### config.mk
export PLATFORM = sky130hd
export DESIGN_NAME = fourone_mux_arbiter
export DESIGN_NICKNAME = d
export VERILOG_FILES = /design/src/rtl/fourone_arb_pkg.sv /design/src/rtl/rr_pick4.sv /design/src/rtl/fourone_mux_arbiter.sv
export SDC_FILE = /design/constraint.sdc
export NUM_CORES = 1
export LEC_CHECK = 0
export BUFFER_PORTS_ARGS = -buffer_cell sky130_fd_sc_hd__buf_2
export CAP_MARGIN = 20
export CORE_AREA = 2 2 39 41
export CTS_CLUSTER_SIZE = 12
export DETAILED_ROUTE_END_ITERATION = 8
export DIE_AREA = 0 0 41 43
export SLEW_MARGIN = 25
export SYNTH_ARGS = -nofsm -noshare
export SYNTH_HDL_FRONTEND = slang
export SYNTH_HIERARCHICAL = 1
export SYNTH_SLANG_ARGS = --single-unit
### constraint.sdc
create_clock -name clk -period 1.5 [get_ports clk]
set_input_delay 0 -clock clk [delete_from_list [all_inputs] [get_ports clk]]
set_output_delay 0 -clock clk [all_outputs]
set_load 0.03 [all_outputs]
### src/rtl/fourone_arb_pkg.sv
// Shared types and constants for the 4:1 mux round-robin arbiter.
package fourone_arb_pkg;

  localparam int NREQ = 4;
  localparam int SELW = 2;

  typedef enum logic {
    ST_IDLE  = 1'b0,
    ST_GRANT = 1'b1
  } arb_state_e;

  // Pointer value that makes requester 0 the first candidate after reset.
  localparam logic [SELW-1:0] LAST_RST = 2'd3;

  function automatic logic [NREQ-1:0] idx_to_onehot(input logic [SELW-1:0] idx);
    return NREQ'(1) << idx;
  endfunction

endpackage

### src/rtl/rr_pick4.sv
// Combinational round-robin picker: first set request after 'last', wrapping 3 -> 0.
module rr_pick4
  import fourone_arb_pkg::*;
(
  input  logic [NREQ-1:0] req,
  input  logic [SELW-1:0] last,
  output logic [SELW-1:0] win,
  output logic            any
);

  logic [SELW-1:0] cand;

  // Walk the search order backwards so the earliest candidate is written last.
  // NOTE: every variable gets a default before the loop, so no latch is inferred.
  always_comb begin
    win  = last;
    cand = last;
    for (int k = NREQ; k >= 1; k--) begin
      cand = last + SELW'(k);
      if (req[cand]) win = cand;
    end
  end

  assign any = |req;

endmodule

### src/rtl/fourone_mux_arbiter.sv
// Round-robin arbiter driving the select of a 4:1 mux; grant held until released.
// Optional hold-time bound compiled in with `define FOURONE_ARB_TIMEOUT_EN.
module fourone_mux_arbiter
  import fourone_arb_pkg::*;
#(
  parameter int unsigned HOLD_MAX = 8
) (
  input  logic            clk,
  input  logic            rst,
  input  logic [NREQ-1:0] req,
  input  logic            done,
  output logic [SELW-1:0] sel,
  output logic [NREQ-1:0] gnt,
  output logic            busy,
  output logic            timeout
);

  if (HOLD_MAX < 1 || HOLD_MAX > 255) begin : g_bad_hold_max
    $error("HOLD_MAX must be in 1..255");
  end

  arb_state_e      state_q, state_d;
  logic [SELW-1:0] sel_q,   sel_d;
  logic [SELW-1:0] last_q,  last_d;
  logic [NREQ-1:0] gnt_q,   gnt_d;
  logic            busy_q,  busy_d;
  logic            timeout_q, timeout_d;

  logic [SELW-1:0] pick_win;
  logic            pick_any;
  logic            release_norm;
  logic            release_force;

  rr_pick4 u_pick (
    .req  (req),
    .last (last_q),
    .win  (pick_win),
    .any  (pick_any)
  );

  assign release_norm = done | ~req[sel_q];

`ifdef FOURONE_ARB_TIMEOUT_EN
  logic [7:0] cnt_q, cnt_d;

  // cnt_q counts completed GRANT cycles; the HOLD_MAX-th cycle forces release.
  assign release_force = ({1'b0, cnt_q} + 9'd1) >= 9'(HOLD_MAX);
`else
  assign release_force = 1'b0;
`endif

  always_comb begin
    state_d   = state_q;
    sel_d     = sel_q;
    last_d    = last_q;
    gnt_d     = gnt_q;
    busy_d    = busy_q;
    timeout_d = 1'b0;
`ifdef FOURONE_ARB_TIMEOUT_EN
    cnt_d     = cnt_q;
`endif
    unique case (state_q)
      ST_IDLE: begin
        gnt_d  = '0;
        busy_d = 1'b0;
        if (pick_any) begin
          state_d = ST_GRANT;
          sel_d   = pick_win;
          last_d  = pick_win;
          gnt_d   = idx_to_onehot(pick_win);
          busy_d  = 1'b1;
`ifdef FOURONE_ARB_TIMEOUT_EN
          cnt_d   = '0;
`endif
        end
      end
      ST_GRANT: begin
`ifdef FOURONE_ARB_TIMEOUT_EN
        cnt_d = cnt_q + 8'd1;
`endif
        // A normal release wins over a forced one, so no timeout pulse then.
        if (release_norm || release_force) begin
          state_d   = ST_IDLE;
          gnt_d     = '0;
          busy_d    = 1'b0;
          timeout_d = ~release_norm;
        end
      end
      default: state_d = ST_IDLE;
    endcase
  end

  // NOTE: state is updated with non-blocking assignments so all registers
  // see the same pre-edge values; reset is synchronous and overrides all else.
  always_ff @(posedge clk) begin
    if (rst) begin
      state_q   <= ST_IDLE;
      sel_q     <= '0;
      last_q    <= LAST_RST;
      gnt_q     <= '0;
      busy_q    <= 1'b0;
      timeout_q <= 1'b0;
`ifdef FOURONE_ARB_TIMEOUT_EN
      cnt_q     <= '0;
`endif
    end else begin
      state_q   <= state_d;
      sel_q     <= sel_d;
      last_q    <= last_d;
      gnt_q     <= gnt_d;
      busy_q    <= busy_d;
      timeout_q <= timeout_d;
`ifdef FOURONE_ARB_TIMEOUT_EN
      cnt_q     <= cnt_d;
`endif
    end
  end

  assign sel  = sel_q;
  assign gnt  = gnt_q;
  assign busy = busy_q;

`ifdef FOURONE_ARB_TIMEOUT_EN
  assign timeout = timeout_q;
`else
  // The pulse register is never set without the bound; keep the pin constant.
  assign timeout = 1'b0;
  logic unused_timeout;
  assign unused_timeout = timeout_q;
`endif

endmodule

# Yosys cells after proc, flatten, opt, wreduce, memory -nomap -nowiden

Index checks and enable logic that the tools add are counted.

Register bits: 10
Input port bits: 7
Output and inout bits: 8
Word-level logic and storage cells: 38

Add/sub/neg operators: 3
$lt $le $gt $ge: 4
Equal/unequal tests: 1
Shifts and indexed selects: 1
Mux-type cells: 19
Bitwise gates (word level): 3
Reduce and logical (&&, ||, !) cells: 2

Operator list:

| kind                                                  | count |
|---|---|
| < comparator 2 x 3 -> 1 bit, second input constant    | 4 |
| binary-select mux 1 bit (select 2 bit)                | 4 |
| 2-to-1 mux 4 bit                                      | 2 |
| one-hot mux 4 bit (2 select lines)                    | 1 |
| 2-to-1 mux 1 bit                                      | 7 |
| 2-to-1 mux 2 bit                                      | 3 |
| adder 2 bit, second input constant                    | 2 |
| one-hot mux 1 bit (2 select lines)                    | 2 |
| OR reduction 4 bit                                    | 1 |
| << shifter 1 x 2 -> 4 bit, first input constant       | 1 |
| adder 2 x 1 -> 2 bit, second input constant           | 1 |
| inequality test 2 x 1 -> 1 bit, second input constant | 1 |
| inverter 1 bit                                        | 2 |
| AND reduction 2 bit                                   | 1 |
| bitwise OR 1 bit                                      | 1 |

# Longest topological paths before layout

Gate-level depths: netlist of the first run.

Word-level depth: 9
Gate-level depth with buffers: 5
Gate-level depth less buffers: 5

# Hierarchy

The synthesis of the first run kept the hierarchy.

By module, submodules not included:

| module              | instances | cells each | area an instance (um^2) | sequential area each (um^2) |
|---|---|---|---|---|
| fourone_mux_arbiter | 1         | 43         | 427.9                   | 200.2 |
| rr_pick4            | 1         | 14         | 72.6                    | 0.0 |

# Worst setup path after synthesis of the first run

OpenSTA, ideal clock, no wires.

Path kind: register -> register
From: register sel_q[0], in the netlist sel[0]
To: register gnt_q[0], in the netlist gnt[0]
Setup time: 0.132 ns
Arrival: 1.201 ns
Data required time: 1.368 ns
Path slack: 0.167 ns
Cell stages (with the launch flop): 4
Path buffers: 0
Clock period less this slack: 1.333 ns
Path through: dfxtp_1 -> mux2_2 -> a2bb2oi_4 -> o32ai_1

Longest elaborated chain between the ends: 5

Ends and longest elaborated chain:

| what                                     | line                       | text |
|---|---|---|
| start, declared                          | fourone_mux_arbiter.sv:23  | `logic [SELW-1:0] sel_q, sel_d;` |
| start signal, assigned                   | fourone_mux_arbiter.sv:108 | `sel_q <= sel_d;` |
| binary-select mux 1 bit (select 2 bit)   | fourone_mux_arbiter.sv:41  | `assign release_norm = done \| ~req[sel_q];` |
| 2-to-1 mux 1 bit (not written as such)   | fourone_mux_arbiter.sv:41  |  |
| inverter 1 bit                           | fourone_mux_arbiter.sv:41  |  |
| bitwise OR 1 bit                         | fourone_mux_arbiter.sv:41  |  |
| inequality test 2 x 1 -> 1 bit (no line) | --                         |  |
| end signal, assigned                     | fourone_mux_arbiter.sv:110 | `gnt_q <= gnt_d;` |
| end, declared                            | fourone_mux_arbiter.sv:25  | `logic [NREQ-1:0] gnt_q, gnt_d;` |

No other way between the ends. The select of a mux whose other input is x is not followed.
A chain may end at the register's enable or synchronous reset.

# Worst setup path after layout of the first run

From: register last_q[1]
To: register gnt_q[2], in the netlist gnt[2]

Longest elaborated chain between the ends: 9
Elaborated cells on any way between the ends: 15
Those cells by class: add/sub (3); shift (1); mux (11)

Ends and longest elaborated chain:

| what                                   | line                       | text |
|---|---|---|
| start, declared                        | fourone_mux_arbiter.sv:24  | `logic [SELW-1:0] last_q, last_d;` |
| start signal, assigned                 | fourone_mux_arbiter.sv:109 | `last_q <= last_d;` |
| adder 2 bit                            | rr_pick4.sv:19             | `cand = last + SELW'(k);` |
| binary-select mux 1 bit (select 2 bit) | rr_pick4.sv:20             | `if (req[cand]) win = cand;` |
| 2-to-1 mux 1 bit (not written as such) | rr_pick4.sv:20             |  |
| 2-to-1 mux 2 bit (2 in series)         | rr_pick4.sv:20             |  |
| 2-to-1 mux 2 bit *                     | rr_pick4.sv:20             |  |
| net pick_win[0]                        | fourone_mux_arbiter.sv:29  | `logic [SELW-1:0] pick_win;` |
| << shifter 1 x 2 -> 4 bit *            | fourone_arb_pkg.sv:16      | `return NREQ'(1) << idx;` |
| 2-to-1 mux 4 bit *                     | fourone_mux_arbiter.sv:66  | `if (pick_any) begin` |
| one-hot mux 4 bit (2 select lines) *   | fourone_mux_arbiter.sv:62  | `unique case (state_q)` |

The timed path passes the listed nets; every way through them passes the cells marked *. The select of a mux whose other input is x is not followed.

==> results of run 1 <==
## worst min path at each step
stage	startpoint	to	slack, ps	cells after the start
floorplan	rst	busy	190	2
global placement	rst	sel[0]	330	2
detailed placement	rst	state_q	340	2
CTS	rst	state_q	70	2
global route	rst	state_q	100	2
finish	rst	sel[1]	70	2
## final cells by class
class | count | area, um^2 | share of cell area, %
Sequential cell | 10 | 203 | 32.8
Multi-Input combinational cell | 41 | 279 | 45.1
Inverter | 4 | 15.0 | 2.43
Tap cell | 16 | 20.0 | 3.24
Clock buffer | 4 | 36.3 | 5.87
Timing Repair Buffer | 13 | 65.1 | 10.5
## metrics by stage
stage	util [%]	setup TNS (ps)	total power [mW]	std cells	worst slack, ps
after floorplan	-	0	0.465	57	167
after global placement	41.5	0	0.513	84	116
after detailed placement	41.5	0	0.515	84	88.9
after CTS	44.1	0	0.750	88	59.6
after global routing	44.7	-0.527	0.792	88	-0.527
final	44.7	0	0.749	88	96.8
## power by group through the flow
stage / clock network, mW / logic, mW / registers (mW)
2_1_floorplan: 0 / 0.104 / 0.361
3_3_place_gp: 0 / 0.187 / 0.326
3_5_place_dp: 0 / 0.187 / 0.327
4_1_cts: 0.241 / 0.188 / 0.321
5_1_grt: 0.253 / 0.211 / 0.328
6_report: 0.237 / 0.190 / 0.323
## registers in the layout, summed over array words and instances (netlist names)
name / flops
gnt: 4
last_q: 2
state_q: 1
busy: 1
sel: 2
## kinds of logic (layout without fill, tap and decap cells)
group | count (synthesis) | after routing | share of synthesized area [%]
other | 1 | 1 | 0.749
buffers and inverters | 6 | 21 | 5.25
AO/OA/AOI/OAI | 15 | 15 | 23.5
AND/OR/NAND/NOR | 22 | 22 | 24.3
multiplexers | 3 | 3 | 6.25
flip-flops | 10 | 10 | 40.0
## placed cells by master, fill, tap and decap left out, drive strengths merged
| cell type | instances |
|---|---|
| or3 | 1 |
| nor3 | 1 |
| nor2 | 2 |
| a31oi | 1 |
| dfxtp | 10 |
| nor3b | 1 |
| a21oi | 7 |
| nand2 | 10 |
| nor2b | 1 |
| conb | 1 |
| inv | 4 |
| a32oi | 1 |
| o22ai | 1 |
| nand2b | 5 |
| buf | 13 |
| clkbuf | 4 |
| mux2i | 2 |
| o32ai | 4 |
| mux2 | 1 |
| nand3b | 1 |
| a2bb2oi | 1 |
## worst register-to-register path, cell delays in order (launching register included)
cell	delay, ps
dfxtp_2	350
nand2b_1	160
a32oi_1	200
nand2_1	90
or3_4	390
o32ai_1	120
## routing by layer
metal | share of wire (%) | vias up
li1 | - | 234
met1 | 51 | 197
met2 | 41 | 21
met3 | 7.4 | 2
met4 | 0.90 | 0
met5 | 0 | -
## repair_timing
item / in CTS / in global routing
endpoints found under the setup margin: 0 / 3
gates resized for setup: 0 / 3
buffers inserted: 0 / 0
==> summary.txt, run 1 <==
STA
  • Final Setup Violations: 0
  • Min Tclk post-route: 1400 ps
  • Final hold viol count: 0
  • Tcrit/Tclk final: 93.5%
  • Hold_ws: 69.6 ps
  • Max-slew violations: 0
  • F_max: 713 MHz
  • Worst clock skew: 5.26 ps

Finish
  • Post-route cell area: 618 um^2
  • Diode count: 0
  • Nets: 80
  • Fill count: 143
  • Layout cells sized above 1: 33.3%
  • Area Overhead vs Synth: 23.5%

Floorplan
  • DIE WIDTH: 41 um
  • Initial core utilization: 36.2%
  • Die Area: 0.00176 mm^2
  • Core footprint: 0.00138 mm^2
  • Number of placed I/O pins: 15
  • Die height: 43 um
  • # rows: 14

Synthesis
  • Area leader, netlist: dfxtp_1
  • Flops & latches, synth: 10
  • Cells after Synth: 57
  • Most instantiated cells after synthesis: dfxtp_1 (10), nand2_1 (10), a21oi_1 (7)
  • Synth area leaders: dfxtp_1 (40%), nand2_1 (7.5%), a21oi_1 (7.0%), o32ai_1 (7.0%), a2bb2oi_4 (5.3%)
  • Area of the mapped netlist: 500 um^2
  • Register area share after synthesis: 40.0%
  • Synth unique cells: 22
  • Ys Warns: 6
  • Syn_nets: 64
  • Number of synthesized flops with an enable pin: 0
  • Top cell type's share of synthesized area: 40.0%
  • Average size of a mapped cell: 8.78 um^2
  • Async S/R FF share, synth: 0%
  • Main synth FF type: dfxtp_1

Worst setup path
  • FF-to-FF setup slack: 100 ps
  • Type of the worst setup path: flip-flop to flip-flop
  • Crit path arrival time: 1570 ps
  • R2R cell count: 5
  • Slowest CP cell: or3_4
  • Worst r2r src: last_q[1]
  • Startpoint types: flip-flop
  • Top cell family by delay on the critical path: simple AND/OR/NAND/NOR gates
  • Critical path launch point: last_q[1]
  • Setup crit end: gnt[2]
  • Buf+Inv Stages, Crit Path: 0
  • CP peak stage delay: 390 ps
  • Crit. path cell count: 5
  • CP cell instances: nand2b_1, a32oi_1, nand2_1, or3_4, o32ai_1
  • Crit path capture type: flip-flop
  • Worst r2r dst: gnt[2]
  • Critical path peak fanout: 7
  • Required @ worst endpoint: 1670 ps

Power and ir drop
  • Leak Pwr: 0.271 nW
  • Logic gate share of total power: 25.3%
  • Clock power share: 31.6%
  • Sequential power share: 43.1%
  • Peak VDD IR: 610 uV
  • Cell Int Power: 0.518 mW
  • Sw power: 0.232 mW
  • Switching share of power: 30.9%
  • Pwr Density: 1210 mW/mm^2

Global routing
  • Initial antenna violation count: 0
  • Busiest grt layer: met1
  • Gr usage total: 13.5%
  • Pin count of the biggest net entering global routing: 15
  • Grt total ovfl: 0
  • GR Util met3: 4.71%
  • Met1 usage: 20.1%
  • Vias in the first global route: 393
  • First-pass GRT wire length: 1600 um
  • M2 GR Usage: 17.2%

Place
  • Placer Congestion: 0.733
  • Post-placement cell area: 574 um^2
  • HPWL Detailed: 736 um
  • IO buf count: 13

Drt
  • Antenna-violating nets left: 0
  • Final WL: 1000 um
  • DR pass1 iterations: 4
  • Vias: 454
  • Wire length per cell: 11.4 um
  • Starting DRC count in detailed routing: 11
  • Routed vias/inst: 5.16
  • DRC viols: 0

Clocking
  • Clock Latency Late Sink: 260 ps
  • TritonCTS buffer count: 3
  • Clk sinks: 10
  • CTS H-tree lvls: 1
  • Clock slew at reported path FFs: 70 ps
  • Hold buffer count at cts: 0
  • Max Root-Sink Buffers: 2
  • CTS tree: done
  • Root Buffer: clkbuf_4

Hold path
  • Worst hold-check path type: input pin to flip-flop

Status
  • Status: finished clean

Run
  • Max Cap Viol: 0
(Power assumes the default switching activity.)
==> run 2, diff against run 1 <==
==> constraint.sdc (replaced) <==
create_clock -name clk -period 1.3 [get_ports clk]
set_input_delay 0 -clock clk [delete_from_list [all_inputs] [get_ports clk]]
set_output_delay 0 -clock clk [all_outputs]
set_load 0.03 [all_outputs]
==> run 2 against run 1 <==
The run now ends with setup timing left. Combinational power rose by 38%. Power rose by 13%. Wire length rose by 9.9%. Core utilization rose by 2.7 points. Largest cell class unchanged. Highest routed layer unchanged.
==> summary.txt, run 2 (synthesis gave the netlist of run 1 again) <==
Status
  • Status: finished with violations
  • Failing checks: setup timing

Global routing
  • Gr usage total: 15.1% (+1.6 points)
  • First-pass GRT wire length: 1740 um (+8.6%)
  • Pin count of the biggest net entering global routing: 15 (unchanged)
  • Grt total ovfl: 0 (unchanged)
  • Vias in the first global route: 411 (+4.6%)
  • Initial antenna violation count: 0 (unchanged)

Floorplan
  • # rows: 14 (unchanged)
  • Die height: 43 um (unchanged)
  • Initial core utilization: 36.2% (unchanged)
  • DIE WIDTH: 41 um (unchanged)
  • Core footprint: 0.00138 mm^2 (unchanged)
  • Number of placed I/O pins: 15 (unchanged)
  • Die Area: 0.00176 mm^2 (unchanged)

Clocking
  • Max Root-Sink Buffers: 2 (unchanged)
  • TritonCTS buffer count: 3 (unchanged)
  • CTS tree: done
  • Clock slew at reported path FFs: 60 ps (about the same)
  • Clock Latency Late Sink: 270 ps (about the same)
  • Clk sinks: 10 (unchanged)
  • Root Buffer: clkbuf_4
  • CTS H-tree lvls: 1 (unchanged)
  • Hold buffer count at cts: 0 (unchanged)

Finish
  • Post-route cell area: 656 um^2 (+6.1%)
  • Most common cell after layout, fill and taps aside: buf_2
  • Post-Layout Cell Count: 90 (+2.3%)
  • Nets: 83 (+3.8%)
  • Number of flip-flops in the largest register: 4 (unchanged)
  • Area Overhead vs Synth: 31.0%
  • Diode count: 0 (unchanged)
  • Layout cells sized above 1: 41.9% (+8.6 points)
  • Fill count: 135 (-5.6%)
  • Most frequent cells in the layout: buf_2 (13), nand2_1 (9), a21oi_1 (7), dfxtp_1 (7), inv_1 (4)
  • Area of the multi-input gates: 304 um^2 (+9.0%)
  • Register Area: 206 um^2 (+1.9%)

Run
  • Max Cap Viol: 0 (unchanged)

Power and ir drop
  • Peak VDD IR: 660 uV (+8.1%)
  • Leak Pwr: 0.290 nW (+7.4%)
  • Clock power share: 24.6% (-7.0 points)
  • Logic gate share of total power: 30.9% (+5.6 points)
  • Cell Int Power: 0.565 mW (+9.2%)
  • Sequential power share: 44.5% (+1.4 points)
  • Sw power: 0.283 mW (+22%)
  • Switching share of power: 33.4% (+2.5 points)
  • Pwr Density: 1290 mW/mm^2 (+6.7%)

STA
  • Post-layout worst setup margin: -17.5 ps (-114 ps)
  • Worst clock skew: 4.34 ps (-0.920 ps)
  • RSZ-0062 raised after global routing: yes
  • Max-slew violations: 0 (unchanged)
  • Tcrit/Tclk final: 101% (+7.8 points)
  • Final Setup Violations: 1 (+1)
  • Final hold viol count: 0 (unchanged)
  • Hold_ws: 67.0 ps (-2.57 ps)
  • Min Tclk post-route: 1320 ps (-85.7 ps)
  • F_max: 759 MHz (+6.5%)

Drt
  • Routed vias/inst: 5.18 (+0.36%)
  • Starting DRC count in detailed routing: 13 (+2)
  • Wire length per cell: 12.2 um (+7.4%)
  • DRC viols: 0 (unchanged)
  • DR pass1 iterations: 4 (unchanged)
  • Antenna-violating nets left: 0 (unchanged)
  • Final WL: 1100 um (+9.9%)
  • Vias: 466 (+2.6%)

Worst setup path
  • Required @ worst endpoint: 1480 ps (-190 ps)
  • Buf+Inv Stages, Crit Path: 0 (unchanged)
  • Top cell family by delay on the critical path: simple AND/OR/NAND/NOR gates
  • Slowest CP cell: dfxtp_4
  • Startpoint types: flip-flop
  • Type of the worst setup path: flip-flop to flip-flop
  • Crit path capture type: flip-flop
  • CP cell instances: nand2b_4, a32oi_1, nand2_1, or3_4, o32ai_2
  • Crit path arrival time: 1500 ps (-70 ps)
  • CP peak stage delay: 370 ps (-20 ps)
  • Critical path peak fanout: 7 (unchanged)

Place
  • IO buf count: 13 (unchanged)
  • Placer Congestion: 0.725 (-1.1%)
  • Dpl cells: 86 (+2.4%)
  • Post-placement cell area: 592 um^2 (+3.1%)
  • HPWL Detailed: 782 um (+6.2%)

Hold path
  • Worst hold-check path type: input pin to flip-flop
run 2: layout make-up:
class | instances | share of cell area (%)
Sequential cell | 10 | 31.5
Timing Repair Buffer | 16 | 13.4
Tap cell | 16 | 3.05
Inverter | 4 | 2.29
Multi-Input combinational cell | 41 | 46.4
Clock buffer | 3 | 3.44
run 2: final timing paths:
path	startpoint	to	slack [ps]	cells after the start
worst max-delay path	last_q[1]	gnt[0]	-20	5
worst max register to register	last_q[1]	gnt[0]	-20	5
worst min register to register	sel[0]	sel[0]	480	2
worst min-delay path	rst	sel[0]	70	2
run 2: repair_timing:
action / in CTS / in global routing
endpoints found under the setup margin: 2 / 7
pin swaps: 5 / 2
resized for setup: 6 / 1
buffers inserted: 1 / 0
run 2: metal layers:
metal	vias to the layer above	share of wire, %	GRT usage [%]
met1	208	47	19.6
li1	234	-	-
met3	3	7.0	3.14
met5	-	0	0
met4	0	2.0	12.0
met2	21	44	20.6
run 2: per-stage QoR:
stage | setup slack [ps] | TNS [ps] | util, % | power (mW)
after floorplan | 12.7 | 0 | - | 0.538
after global placement | -40.2 | -77.5 | 42.8 | 0.610
after detailed placement | -108 | -165 | 42.8 | 0.613
after CTS | -9.06 | -9.06 | 47.2 | 0.846
after global routing | -79.1 | -199 | 47.4 | 0.894
final | -17.5 | -17.5 | 47.4 | 0.848
run 2: power groups by stage:
stage	clock network (mW)	registers [mW]	logic [mW]
after floorplan	0	0.418	0.120
after global placement	0	0.378	0.233
after detailed placement	0	0.379	0.234
after CTS	0.210	0.377	0.259
after global routing	0.229	0.383	0.283
final	0.209	0.377	0.262
